--- src/rtl/uart_bridge_datapath.sv ---
// rtl/uart_bridge_datapath.sv - byte-serial to word datapath for the UART-to-bus bridge
//
// Purpose: assembles received UART bytes into 32-bit address and write-data
// words, and captures a bus read word that is sent back out one byte at a time.
// Every control input comes from the bridge FSM.
// Optional feature macro: BRIDGE_DEBUG_EN (drives debug_out = rdata[7:0]).
//
// Ports:
//   clk, rst                   clock, synchronous active-high reset
//   rx_byte, rx_valid          received byte and its 1-cycle strobe
//   cnt_en, cnt_clr            byte counter increment / clear
//   addr_load, data_load       steer rx bytes into addr / wdata
//   word_clr                   zero addr and wdata
//   bus_in, rdata_cap, rdata_clr  bus read word capture / clear
//   out_sel_addr               bus_out select (1 = addr, 0 = wdata)
//   bus_out, tx_byte           combinational word and byte outputs
//   byte_count, addr, wdata, rdata  register state
//   debug_out                  debug byte (0 unless BRIDGE_DEBUG_EN)

module count_reg #(
  parameter int WIDTH = 3
) (
  input  logic             clk,
  input  logic             rst,
  input  logic             clr,
  input  logic             en,
  output logic [WIDTH-1:0] q
);
  always_ff @(posedge clk) begin
    if (rst)      q <= '0;
    else if (clr) q <= '0;
    else if (en)  q <= q + WIDTH'(1);   // wraps naturally at 2^WIDTH
  end
endmodule

module d_reg #(
  parameter int WIDTH = 8
) (
  input  logic             clk,
  input  logic             rst,
  input  logic             clr,
  input  logic             en,
  input  logic [WIDTH-1:0] d,
  output logic [WIDTH-1:0] q
);
  always_ff @(posedge clk) begin
    if (rst)      q <= '0;
    else if (clr) q <= '0;   // clear beats load
    else if (en)  q <= d;
  end
endmodule

module mux_4to1 #(
  parameter int WIDTH = 8
) (
  input  logic [1:0]       sel,
  input  logic [WIDTH-1:0] in0,
  input  logic [WIDTH-1:0] in1,
  input  logic [WIDTH-1:0] in2,
  input  logic [WIDTH-1:0] in3,
  output logic [WIDTH-1:0] out
);
  always_comb begin
    out = in0;
    case (sel)
      2'd0: out = in0;
      2'd1: out = in1;
      2'd2: out = in2;
      2'd3: out = in3;
      default: out = in0;
    endcase
  end
endmodule

module uart_bridge_datapath #(
  parameter int BUS_WIDTH = 32,
  parameter int CNT_WIDTH = 3
) (
  input  logic                 clk,
  input  logic                 rst,
  input  logic [7:0]           rx_byte,
  input  logic                 rx_valid,
  input  logic                 cnt_en,
  input  logic                 cnt_clr,
  input  logic                 addr_load,
  input  logic                 data_load,
  input  logic                 word_clr,
  input  logic [BUS_WIDTH-1:0] bus_in,
  input  logic                 rdata_cap,
  input  logic                 rdata_clr,
  input  logic                 out_sel_addr,
  output logic [BUS_WIDTH-1:0] bus_out,
  output logic [7:0]           tx_byte,
  output logic [CNT_WIDTH-1:0] byte_count,
  output logic [BUS_WIDTH-1:0] addr,
  output logic [BUS_WIDTH-1:0] wdata,
  output logic [BUS_WIDTH-1:0] rdata,
  output logic [7:0]           debug_out
);
  localparam int N_LANES = BUS_WIDTH / 8;

  // Loads only happen while the counter still points at a real lane; the
  // FSM increments the counter in the same cycle, so the load sees the
  // pre-increment value.
  logic lane_ok;
  assign lane_ok = rx_valid && (byte_count < CNT_WIDTH'(N_LANES));

  count_reg #(.WIDTH(CNT_WIDTH)) u_count (
    .clk (clk),
    .rst (rst),
    .clr (cnt_clr),
    .en  (cnt_en),
    .q   (byte_count)
  );

  // One enabled register per byte lane; lane 0 is the first byte received.
  for (genvar i = 0; i < N_LANES; i++) begin : g_lane
    logic lane_hit;
    assign lane_hit = lane_ok && (byte_count[1:0] == 2'(i));

    d_reg #(.WIDTH(8)) u_addr_lane (
      .clk (clk),
      .rst (rst),
      .clr (word_clr),
      .en  (lane_hit && addr_load),
      .d   (rx_byte),
      .q   (addr[8*i +: 8])
    );

    d_reg #(.WIDTH(8)) u_wdata_lane (
      .clk (clk),
      .rst (rst),
      .clr (word_clr),
      .en  (lane_hit && data_load),
      .d   (rx_byte),
      .q   (wdata[8*i +: 8])
    );
  end

  d_reg #(.WIDTH(BUS_WIDTH)) u_rdata (
    .clk (clk),
    .rst (rst),
    .clr (rdata_clr),
    .en  (rdata_cap),
    .d   (bus_in),
    .q   (rdata)
  );

  // Only the low two counter bits select, so count 4 aliases lane 0.
  mux_4to1 #(.WIDTH(8)) u_tx_mux (
    .sel (byte_count[1:0]),
    .in0 (rdata[7:0]),
    .in1 (rdata[15:8]),
    .in2 (rdata[23:16]),
    .in3 (rdata[31:24]),
    .out (tx_byte)
  );

  assign bus_out = out_sel_addr ? addr : wdata;

`ifdef BRIDGE_DEBUG_EN
  assign debug_out = rdata[7:0];
`else
  assign debug_out = 8'h00;
`endif

endmodule

--- config.mk ---
export PLATFORM = sky130hd
export DESIGN_NAME = uart_bridge_datapath
export DESIGN_NICKNAME = d
export VERILOG_FILES = /design/src/rtl/uart_bridge_datapath.sv
export SDC_FILE = /design/constraint.sdc
export NUM_CORES = 1
export LEC_CHECK = 0
export CELL_PAD_IN_SITES_DETAIL_PLACEMENT = 1
export CELL_PAD_IN_SITES_GLOBAL_PLACEMENT = 1
export CORE_MARGIN = 10
export CORE_UTILIZATION = 30
export CTS_CLUSTER_DIAMETER = 50
export DETAILED_ROUTE_END_ITERATION = 16
export PLACE_DENSITY = 0.82
export SLEW_MARGIN = 30
export SYNTH_ARGS = -nofsm -noshare
export SYNTH_HDL_FRONTEND = slang
export SYNTH_SLANG_ARGS = --single-unit
--- constraint.sdc ---
create_clock -name clk -period 2.14 [get_ports clk]
set_input_delay 0.642 -clock clk [delete_from_list [all_inputs] [get_ports clk]]
set_output_delay 0.642 -clock clk [all_outputs]
set_load 0.02 [all_outputs]
After elaboration in Yosys (flattened, before gate mapping)

Cells that the tools add are included.
Widths: inputs -> output; s select.

Reductions and logical operators: 17
Add/sub/neg operators: 1
$lt $le $gt $ge: 1
Mux-type cells: 2
Equality and inequality tests: 3

Operator list:

| kind                | count |
|---|---|
| $mux 32             | 1 |
| $pmux 8 s4          | 1 |
| $logic_and 1x1->1   | 13 |
| $reduce_or 2->1     | 3 |
| $eq 2x2->1 const B  | 2 |
| $add 3x1->3 const B | 1 |
| $lt 3x3->1 const B  | 1 |
| $eq 2x1->1 const B  | 1 |
| $logic_not 2->1     | 1 |

Register bits: 99
Word-level logic and storage cells: 34
Bits of input ports: 51
Output and inout port bits: 147

Logic depth before layout (Yosys ltp)

Gate-level depths: netlist (run 1).

Depth after elaboration: 4
Depth in mapped cells: 6
Depth with buffers taken out: 4

By module

A second synthesis (run 1) with hierarchy kept.

Cell total of the unflattened synthesis: 402
Area, all modules: 4519.3 um^2

Modules (own cells, without submodules):

| module                            | times used | seq. area each (um^2) | area an instance (um^2) | cells each |
|---|---|---|---|---|
| d_reg (g_lane[0].u_addr_lane ...) | 8          | 160.2                 | 295.3                   | 27 |
| d_reg (u_rdata)                   | 1          | 640.6                 | 1156.1                  | 105 |
| uart_bridge_datapath              | 1          | 0.0                   | 676.9                   | 59 |
| mux_4to1                          | 1          | 0.0                   | 196.4                   | 10 |
| count_reg                         | 1          | 60.1                  | 127.6                   | 12 |

Worst setup path after synthesis (run 1)

OpenSTA, ideal clock, no wires.

Path type: register -> output
Start point: reg u_count.q[0]
End point: out tx_byte[0]
Setup slack: -0.011 ns
Stages on the path, launching flop included: 5
Arrival time: 1.509 ns
Required time: 1.498 ns
Buffers on the path: 1
Cell sequence: dfxtp_1 inv_1 ha_1 clkbuf_1 mux2i_1

Word-level cells in the longest chain between the ends: 2
Elaborated cells between the ends (all ways): 5
Those cells by class: 3 x eq/ne; 1 x mux; 1 x reduce/logical

RTL lines:

| what                                     | RTL line | text |
|---|---|---|
| start, declared                          | 27       | `output logic [WIDTH-1:0] q` |
| start signal, assigned                   | 32       | `else if (en) q <= q + WIDTH'(1);` |
| $eq 2x2->1, or another cell as far along | 65       | `case (sel)` |
| $pmux 8 s4 *                             | 65       |  |
| end, declared                            | 93       | `output logic [7:0] tx_byte,` |

Mark *: on every way between the ends. The rest lies on a longest branch, timed or not.

Worst setup path in the final report (run 1)

Start point: reg u_count.q[1]
End point: out tx_byte[5]

Same word-level chain as after synthesis.

==> results.cfg, run 1 <==
[run]
drv_cap = 0

[setup_path]
cp_num_cells = 7
critPathMaxFanout = 6
path_class = flop to primary output
startpoint_type = flop
crit_family = buffers and inverters
cp_data_required_time_ns = 1.50
worstPathCellList = buf_4 -> ha_4 -> buf_4 -> a222oi_1 -> buf_4 -> mux2i_2 -> buf_4
rr_worst_depth = 7
end_kind = primary output
cp-startpoint = u_count.q[1]$_SDFFE_PP0P_
cp_slowest_stage_delay_ns = 0.37
worstReg2RegStart = u_count.q[0]$_SDFFE_PP0P_
crit_path_frequent_cell = buf_4
critPathArrivalTime_ns = 1.83
cp.buffers_inverters = 4
slowest_stage = dfxtp_4

[min_path]
whs_path_depth = 2
hp-class = flop to flop
holdCritStartpoint = u_rdata.q[12]$_SDFFE_PP0P_

[grt]
track_usage = 0.165
overflow = 0
grt_pass1_wl_microns = 28000
grt_antenna_before_repair = 2
first_global_vias = 4601
grt_start_max_net_pins = 34

[clock_network]
clockBufferDepth = 2
cts.sink_count = 99
htreeDepth = 3
cts-buffers-inserted = 9
clock_latency_ns = 0.35
cts.clk_slew.worst_paths_ns = 0.07
cts-root-buf = clkbuf_16
cts_tree = done

[detailed_routing]
drcViolationCount = 0
totalWireLength_microns = 18200
firstDrtPassIters = 4
vias = 4116
viasPerCell = 4.80
wl_per_cell_microns = 21.2
ant_nets = 0
drt-initial-drc-count = 214

[synthesis]
synth_common_cells = mux2i_1, dfxtp_1, or3b_1
yosys.area.top_type = dfxtp_1
synth_cells = 437
ys_ff_latch = 99
yosysWarningCount = 0
synth_top_family_by_area = multiplexers
yosys-mux-area-fraction = 0.294
synth_area_per_cell_sq_um = 11.0
synth_fa_ha_area_frac = 0.0130
synth-xor-area-share = 0.00182
synth-simple-area-share = 0.180
synth_compound_area_frac = 0.0203
netlist_area_sq_mm = 0.00480
synth_cell_types = 26
synth_top_area_frac = 0.413
yosysMostFrequentCell = mux2i_1
synthTopCellsByArea = dfxtp_1, mux2i_1, or3b_1
yosys_most_used_dff = dfxtp_1
seq_area_frac_synth = 0.413
async_flop_share = 0
synth_edf_count = 0

[floorplan]
die-area_sq_mm = 0.0215
io_pins = 198
coreArea_sq_mm = 0.0158
initial_core_util = 0.305
die_y_microns = 147
rows = 46
dieWidth_microns = 147

[sta]
finalHoldViolations = 0
setup_viol = 8
fin_skew_ns = 0.00501
final_max_slew_viol_count = 0
finalSetupTns_ns = -2.36
period_needed_ns = 2.48
fmax_mhz = 404
holdWs_ns = 0.538
rsz0062_at_grt = yes
timing.final.crit_share = 1.16
finalWorstSetupSlack_ns = -0.336

[power]
ir_drop_mv = 0.354
pwr_density_cell_mw_per_mm2 = 588
p_leak_uw = 0.00325

[placement]
hpwlAfterDp_microns = 13400
routabilityCongestion = 0.805
port_buffers = 189

[layout]
finalNetCount = 691
fillers = 1706
syn2layout_area_growth_pct = 53.8
drive_gt1_frac = 0.228

[outcome]
violations = setup timing
outcome = finished, violations left
==> worst paths after layout <==
check,endpoint,slack [ns]
worst min-delay path,u_rdata.q[12]$_SDFFE_PP0P_,0.54
worst min register to register,u_rdata.q[12]$_SDFFE_PP0P_,0.54
worst max-delay path,tx_byte[5],-0.34
worst max register to register,g_lane[2].u_wdata_lane.q[4]$_SDFFE_PP0P_,0.34
==> power by group <==
| part | internal, uW | switching, uW | total [uW] |
|---|---|---|---|
| sequential | 1870 | 26.7 | 1900 |
| clock | 1170 | 729 | 1900 |
| combinational | 272 | 272 | 544 |
==> what timing repair did <==
action / 4_1_cts / 5_1_grt
hold buffers: 0 / 0
setup buffers: 2 / 6
resized for setup: 174 / 8
pin swaps: 7 / 6
endpoints found under the setup margin: 42 / 19
hold endpoints to repair: 0 / 0
cloned: 3 / 0
==> per-stage QoR <==
step,util,instance area (sq um),power (uW),std cells,setup slack (ns)
after CTS,0.464,7320,4380,850,-0.345
after detailed placement,0.444,7000,2460,830,-0.841
after global placement,0.444,7000,2440,830,-0.781
after floorplan,-,4860,2210,444,0.0208
after global routing,0.469,7390,4480,858,-0.424
final,0.469,7390,4340,858,-0.336
==> state kept, by name, indices dropped and copies added (netlist names) <==
register and count:
g_lane.u_addr_lane.q 32, g_lane.u_wdata_lane.q 32, u_rdata.q 32, u_count.q 3
==> worst reg2reg max path, cell delays in order (launching register included) <==
cell	delay (ns)
dfxtp_4	0.37
inv_1	0.13
ha_4	0.21
buf_6	0.13
buf_4	0.10
buf_4	0.10
and4b_1	0.42
mux2i_1	0.28
==> final cells by class <==
| cell class | count | area [sq um] | share of cell area |
|---|---|---|---|
| antenna | 2 | 5.00 | 0.000677 |
| clock buffer | 10 | 239 | 0.0323 |
| clock inverter | 6 | 113 | 0.0152 |
| inverter | 10 | 40.0 | 0.00542 |
| multi-input combinational | 279 | 2530 | 0.342 |
| sequential | 99 | 1990 | 0.269 |
| tap | 216 | 270 | 0.0366 |
| timing repair buffer | 236 | 2200 | 0.298 |
==> logic make-up after synthesis <==
kind of cell / Yosys count
AOI/OAI and AO/OA: 10
xor gates and xnor gates: 1
adders and majority gates: 5
buffers and inverters: 66
DFF: 99
muxes: 137
other: 1
and+or+nand+nor: 118
==> cells in the final DEF (no fill, tap or decap), drive strengths merged, types with 2 or more instances in the layout <==
cell / count
clkdlybuf4s50: 141
mux2i: 105
dfxtp: 99
buf: 84
or3b: 72
nor2: 32
mux2: 32
inv: 10
clkbuf: 10
a222oi: 8
nand4b: 8
conb: 8
dlygate4sd2: 8
ha: 5
bufinv: 3
clkinvlp: 3
diode: 2
and4b: 2
nor3: 2
clkdlybuf4s15: 2
==> per-layer routing <==
metal,vias up,global-route usage,routed length (microns)
met5,-,0,0
met4,0,0.0831,592
met3,30,0.0386,862
met2,119,0.291,9630
met1,2023,0.182,7090
li1,1944,-,-
No activity file was read; power rests on OpenSTA's default activity.
==> run 2, diff against run 1 <==
--- a/config.mk
+++ b/config.mk
@@ -11,7 +11,8 @@
 export CORE_UTILIZATION = 30
 export CTS_CLUSTER_DIAMETER = 50
 export DETAILED_ROUTE_END_ITERATION = 16
-export PLACE_DENSITY = 0.82
+export DONT_BUFFER_PORTS = 1
+export PLACE_DENSITY = 0.61
 export SLEW_MARGIN = 30
 export SYNTH_ARGS = -nofsm -noshare
 export SYNTH_HDL_FRONTEND = slang
==> run 2 against run 1 <==
  * The flow still finishes with violations (setup timing)
  * Final area fell by 28%
  * Combinational power fell by 60%
  * Critical path depth fell by 2
  * Sequential share of layout area rose by 10 points
  * Clock skew rose by 0.0028 ns
  * Die area did not move
  * Wire length fell by 17%
  * Via count fell by 20%
==> results.cfg, run 2 (synthesized netlist as in run 1, its figures left out) <==
[outcome]
outcome = finished, violations left
violations = setup timing

[clock_network]
clock_latency_ns = 0.35
cts-buffers-inserted = 9
cts.clk_slew.worst_paths_ns = 0.07
htreeDepth = 3
cts-root-buf = clkbuf_16
cts_tree = done
cts.sink_count = 99
clockBufferDepth = 2
cts_hold_buf = 0

[setup_path]
rr_worst_depth = 4
r2r_end = g_lane[3].u_addr_lane.q[0]$_SDFFE_PP0P_
timing.reg2reg.setup_slack_ns = 0.47
path_class = flop to primary output
crit_family = compound AO/OA/AOI/OAI gates
slowest_stage = a222oi_1
cp-startpoint = u_count.q[1]$_SDFFE_PP0P_
endpoint = tx_byte[4]
cp_slowest_stage_delay_ns = 0.41
worstReg2RegStart = u_count.q[0]$_SDFFE_PP0P_
end_kind = primary output
worstPathCellList = inv_4 -> ha_4 -> a222oi_1 -> mux2i_2 -> buf_4
cp.buffers_inverters = 2
critPathArrivalTime_ns = 1.67
startpoint_type = flop
critPathMaxFanout = 9
cp_num_cells = 5
cp_data_required_time_ns = 1.50

[detailed_routing]
drcViolationCount = 0
top_layer_used = met4
drt-initial-drc-count = 170
firstDrtPassIters = 4
wl_met2_microns = 7130
ant_nets = 0
vias = 3293
m1WireLength_microns = 6050
viasPerCell = 5.12
wl_per_cell_microns = 23.4
totalWireLength_microns = 15000
dr_wl_met3_microns = 1590

[layout]
finalNetCount = 478
drive_gt1_frac = 0.204
antennaDiodeCount = 0
most-common-layout-cells = mux2i_1, dfxtp_1, or3b_1
syn2layout_area_growth_pct = 10.8
final_common_cell = mux2i_1
largestRegisters = g_lane.u_addr_lane.q: 32 flops, g_lane.u_wdata_lane.q: 32 flops, u_rdata.q: 32 flops
fin_area_sq_mm = 0.00532

[grt]
overflow = 0
first_global_vias = 3574
grt_start_max_net_pins = 77
track_usage = 0.138
grt_antenna_before_repair = 0
grt_pass1_wl_microns = 23200

[power]
p_total_uw = 3840
pwr_density_cell_mw_per_mm2 = 722
p_leak_uw = 0.00228
ir_drop_mv = 0.349

[floorplan]
rows = 46
die_y_microns = 147
io_pins = 198
dieWidth_microns = 147
die-area_sq_mm = 0.0215
coreArea_sq_mm = 0.0158
initial_core_util = 0.305

[sta]
fin_skew_ns = 0.00784
finalWorstSetupSlack_ns = -0.168
final_max_slew_viol_count = 0
slew_headroom = 0.610
finalHoldViolations = 0
rsz0062_at_grt = yes
period_needed_ns = 2.31
worstMarginPinSlew_ns = 0.585
setup_viol = 8
timing.final.crit_share = 1.08
fmax_mhz = 433

[run]
drv_cap = 0

[placement]
port_buffers = 0
dpl_cell_area_sq_mm = 0.00494
hpwlAfterDp_microns = 11200
routabilityCongestion = 0.757

[min_path]
whs_path_depth = 1
hp-class = input pin to flop
## run 2: cell types whose count changed in the layout (fill, tap and decap cells not counted), sizes merged, moves of 3 or more
cell | previous run | this run
clkdlybuf4s50 | 141 | 0
dlygate4sd2 | 8 | 0
inv | 10 | 13
buf | 84 | 23
## run 2: per-stage QoR
stage | setup TNS [ns] | setup WS [ns] | std cells | hold WS (ns) | utilization
global route | -1.72 | -0.254 | 643 | 0.345 | 0.337
global placement | 0 | 0.0792 | 624 | 0.623 | 0.313
detailed placement | 0 | 0.0109 | 624 | 0.628 | 0.313
CTS | -1.11 | -0.159 | 642 | 0.344 | 0.337
floorplan | 0 | 0.0208 | 444 | 0.566 | -
finish | -0.977 | -0.168 | 643 | 0.359 | 0.337
## run 2: area by class of cell
class | count | area [sq um]
tap | 216 | 270
sequential | 99 | 1990
multi-input combinational | 279 | 2540
clock buffer | 10 | 239
timing repair buffer | 23 | 173
inverter | 10 | 40.0
clock inverter | 6 | 68.8
fill | 1765 | 10400
## run 2: repair_timing
action                                  CTS  global route
buffers inserted                          2             1
endpoints found under the setup margin    8             8
resized for setup                        13             0
pin swaps                                 4             4
## run 2: per-layer routing
layer,up-vias,global-route usage
met5,-,0
met4,0,0.0455
met3,18,0.0689
met2,137,0.224
met1,1629,0.153
li1,1509,-
## run 2: worst min-delay path by stage
stage / to / startpoint / slack, ns
4_1_cts: u_count.q[0]$_SDFFE_PP0P_ / cnt_clr / 0.34
6_report: u_count.q[2]$_SDFFE_PP0P_ / cnt_clr / 0.36
3_3_place_gp: u_rdata.q[5]$_SDFFE_PP0P_ / u_rdata.q[5]$_SDFFE_PP0P_ / 0.62
2_1_floorplan: u_count.q[1]$_SDFFE_PP0P_ / u_count.q[1]$_SDFFE_PP0P_ / 0.57
5_1_grt: u_count.q[1]$_SDFFE_PP0P_ / cnt_clr / 0.34
3_5_place_dp: u_rdata.q[1]$_SDFFE_PP0P_ / u_rdata.q[1]$_SDFFE_PP0P_ / 0.63
## run 2: where the power goes
part / internal (uW) / switching [uW]
Sequential: 1870 / 68.9
Clock: 949 / 739
Combinational: 98.9 / 116
Total: 2920 / 924
==> run 3, diff against run 2 <==
--- a/config.mk
+++ b/config.mk
@@ -7,7 +7,6 @@
 export LEC_CHECK = 0
 export CELL_PAD_IN_SITES_DETAIL_PLACEMENT = 1
 export CELL_PAD_IN_SITES_GLOBAL_PLACEMENT = 1
-export CORE_MARGIN = 10
 export CORE_UTILIZATION = 30
 export CTS_CLUSTER_DIAMETER = 50
 export DETAILED_ROUTE_END_ITERATION = 16
==> run 3 against run 2 <==
  * The run still ends with setup timing left
  * Cell count fell by 1.4%
  * Via count fell by 2.0%
  * Sequential share of layout area rose by 0.22 points
  * Clock-buffer cell count fell by 1
  * Utilization rose by 0.51 points
  * Non-clock buffer count fell by 4
  * Clock power barely moved
  * Largest cell class unchanged
  * Largest power group unchanged
==> results.cfg, run 3 (synthesized netlist as in run 1, its figures left out) <==
[placement]
hpwlAfterDp_microns = 9360
dp_slack_ns = -0.0272
port_buffers = 0
routabilityCongestion = 0.765
dpl_cell_area_sq_mm = 0.00491

[setup_path]
path_class = flop to primary output
timing.reg2reg.setup_slack_ns = 0.32
crit_family = flip-flops
slowest_stage = dfxtp_4
cp-startpoint = u_count.q[1]$_SDFFE_PP0P_
crit_path_frequent_cell = buf_4
cp_num_cells = 5
end_kind = primary output
endpoint = tx_byte[7]
rr_worst_depth = 4
startpoint_type = flop
worstPathCellList = buf_4 -> ha_4 -> a222oi_1 -> mux2i_1 -> buf_4
r2r_end = g_lane[3].u_wdata_lane.q[0]$_SDFFE_PP0P_
cp.buffers_inverters = 2
worstReg2RegStart = u_count.q[0]$_SDFFE_PP0P_
critPathArrivalTime_ns = 1.65
cp_data_required_time_ns = 1.50
cp_slowest_stage_delay_ns = 0.36
critPathMaxFanout = 9

[grt]
grt_start_max_net_pins = 77
grt_antenna_before_repair = 0
grt_pass1_wl_microns = 20100
track_usage = 0.162
first_global_vias = 3387
overflow = 0

[sta]
timing.final.crit_share = 1.07
setup_viol = 8
worstMarginPinSlew_ns = 0.644
finalHoldViolations = 0
period_needed_ns = 2.29
finalWorstSetupSlack_ns = -0.154
fin_skew_ns = 0.00746
final_max_slew_viol_count = 0
rsz0062_at_grt = yes
slew_headroom = 0.569
fmax_mhz = 436
finalSetupTns_ns = -1.06

[layout]
final_common_cell = mux2i_1
antennaDiodeCount = 0
most-common-layout-cells = mux2i_1, dfxtp_1, or3b_1
largestRegisters = g_lane.u_addr_lane.q: 32 flops, g_lane.u_wdata_lane.q: 32 flops, u_rdata.q: 32 flops
syn2layout_area_growth_pct = 10.0
drive_gt1_frac = 0.196
finalNetCount = 474
register_area_sq_mm = 0.00199
fillers = 1733
fin_area_sq_mm = 0.00528
multiInputGateArea_sq_mm = 0.00254

[detailed_routing]
firstDrtPassIters = 5
vias = 3227
wl_per_cell_microns = 21.0
ant_nets = 0
drcViolationCount = 0
totalWireLength_microns = 13300
viasPerCell = 5.09
drt-initial-drc-count = 129

[power]
switching_power_uw = 961
ir_drop_mv = 0.406
intPower_uw = 2900
p_sw_frac = 0.249
pwr_density_cell_mw_per_mm2 = 731
p_leak_uw = 0.00226
power.share.combinational = 0.056
seqPwrFrac = 0.501
clkPwrFrac = 0.443

[clock_network]
cts-root-buf = clkbuf_16
htreeDepth = 3
cts_hold_buf = 0
clockBufferDepth = 2
cts.clk_slew.worst_paths_ns = 0.07
clock_latency_ns = 0.35
cts.sink_count = 99
cts_tree = done
cts-buffers-inserted = 9

[floorplan]
die-area_sq_mm = 0.0165
initial_core_util = 0.311
rows = 45
dieWidth_microns = 129
die_y_microns = 129
io_pins = 198
coreArea_sq_mm = 0.0154

[outcome]
outcome = finished, violations left
violations = setup timing

[run]
drv_cap = 0

[min_path]
hp-class = input pin to flop
-- run 3: cell types whose count changed in the layout (fill, tap and decap cells not counted), sizes merged --
| cell | before | now |
|---|---|---|
| buf | 23 | 19 |
| clkbuf | 10 | 9 |
| inv | 13 | 14 |
-- run 3: per-layer routing --
layer,global-route usage,vias up,part of all wire
li1,-,1509,-
met1,0.193,1558,0.42
met2,0.269,143,0.48
met3,0.0536,17,0.078
met4,0.0623,0,0.020
met5,0,-,0
-- run 3: area by class of cell --
type / count / area share
Clock buffer: 9 / 0.0426
Timing Repair Buffer: 19 / 0.0270
Multi-Input combinational cell: 279 / 0.481
Tap cell: 211 / 0.0500
Clock inverter: 7 / 0.0159
Inverter: 10 / 0.00758
Sequential cell: 99 / 0.376
-- run 3: per-stage QoR --
stage                     hold WS, ns   util  cells  power [uW]
after global placement          0.620  0.318    615        2190
after floorplan                 0.566      -    444        2210
after detailed placement        0.623  0.318    615        2190
final                           0.348  0.342    634        3860
after CTS                       0.332  0.342    633        3920
after global routing            0.345  0.342    634        4000
-- run 3: power by group through the flow --
stage / sequential [uW] / clock (uW) / combinational, uW
after floorplan: 1970 / 0 / 245
after global placement: 1980 / 0 / 208
after detailed placement: 1980 / 0 / 212
after CTS: 1940 / 1760 / 220
after global routing: 1940 / 1830 / 233
final: 1930 / 1710 / 216
-- run 3: timing repair --
item,CTS,global route
endpoints found under the setup margin,8,8
setup buffers,2,1
resized for setup,12,0
pin swaps,3,3
hold endpoints to repair,0,0
-- run 3: worst min path at each step --
stage                                         start  cells after the start                   endpoint
after floorplan           u_count.q[1]$_SDFFE_PP0P_                      2  u_count.q[1]$_SDFFE_PP0P_
after global placement    u_rdata.q[2]$_SDFFE_PP0P_                      2  u_rdata.q[2]$_SDFFE_PP0P_
after detailed placement  u_rdata.q[1]$_SDFFE_PP0P_                      2  u_rdata.q[1]$_SDFFE_PP0P_
after CTS                                   cnt_clr                      1  u_count.q[1]$_SDFFE_PP0P_
after global routing                        cnt_clr                      1  u_count.q[2]$_SDFFE_PP0P_
final                                       cnt_clr                      1  u_count.q[1]$_SDFFE_PP0P_
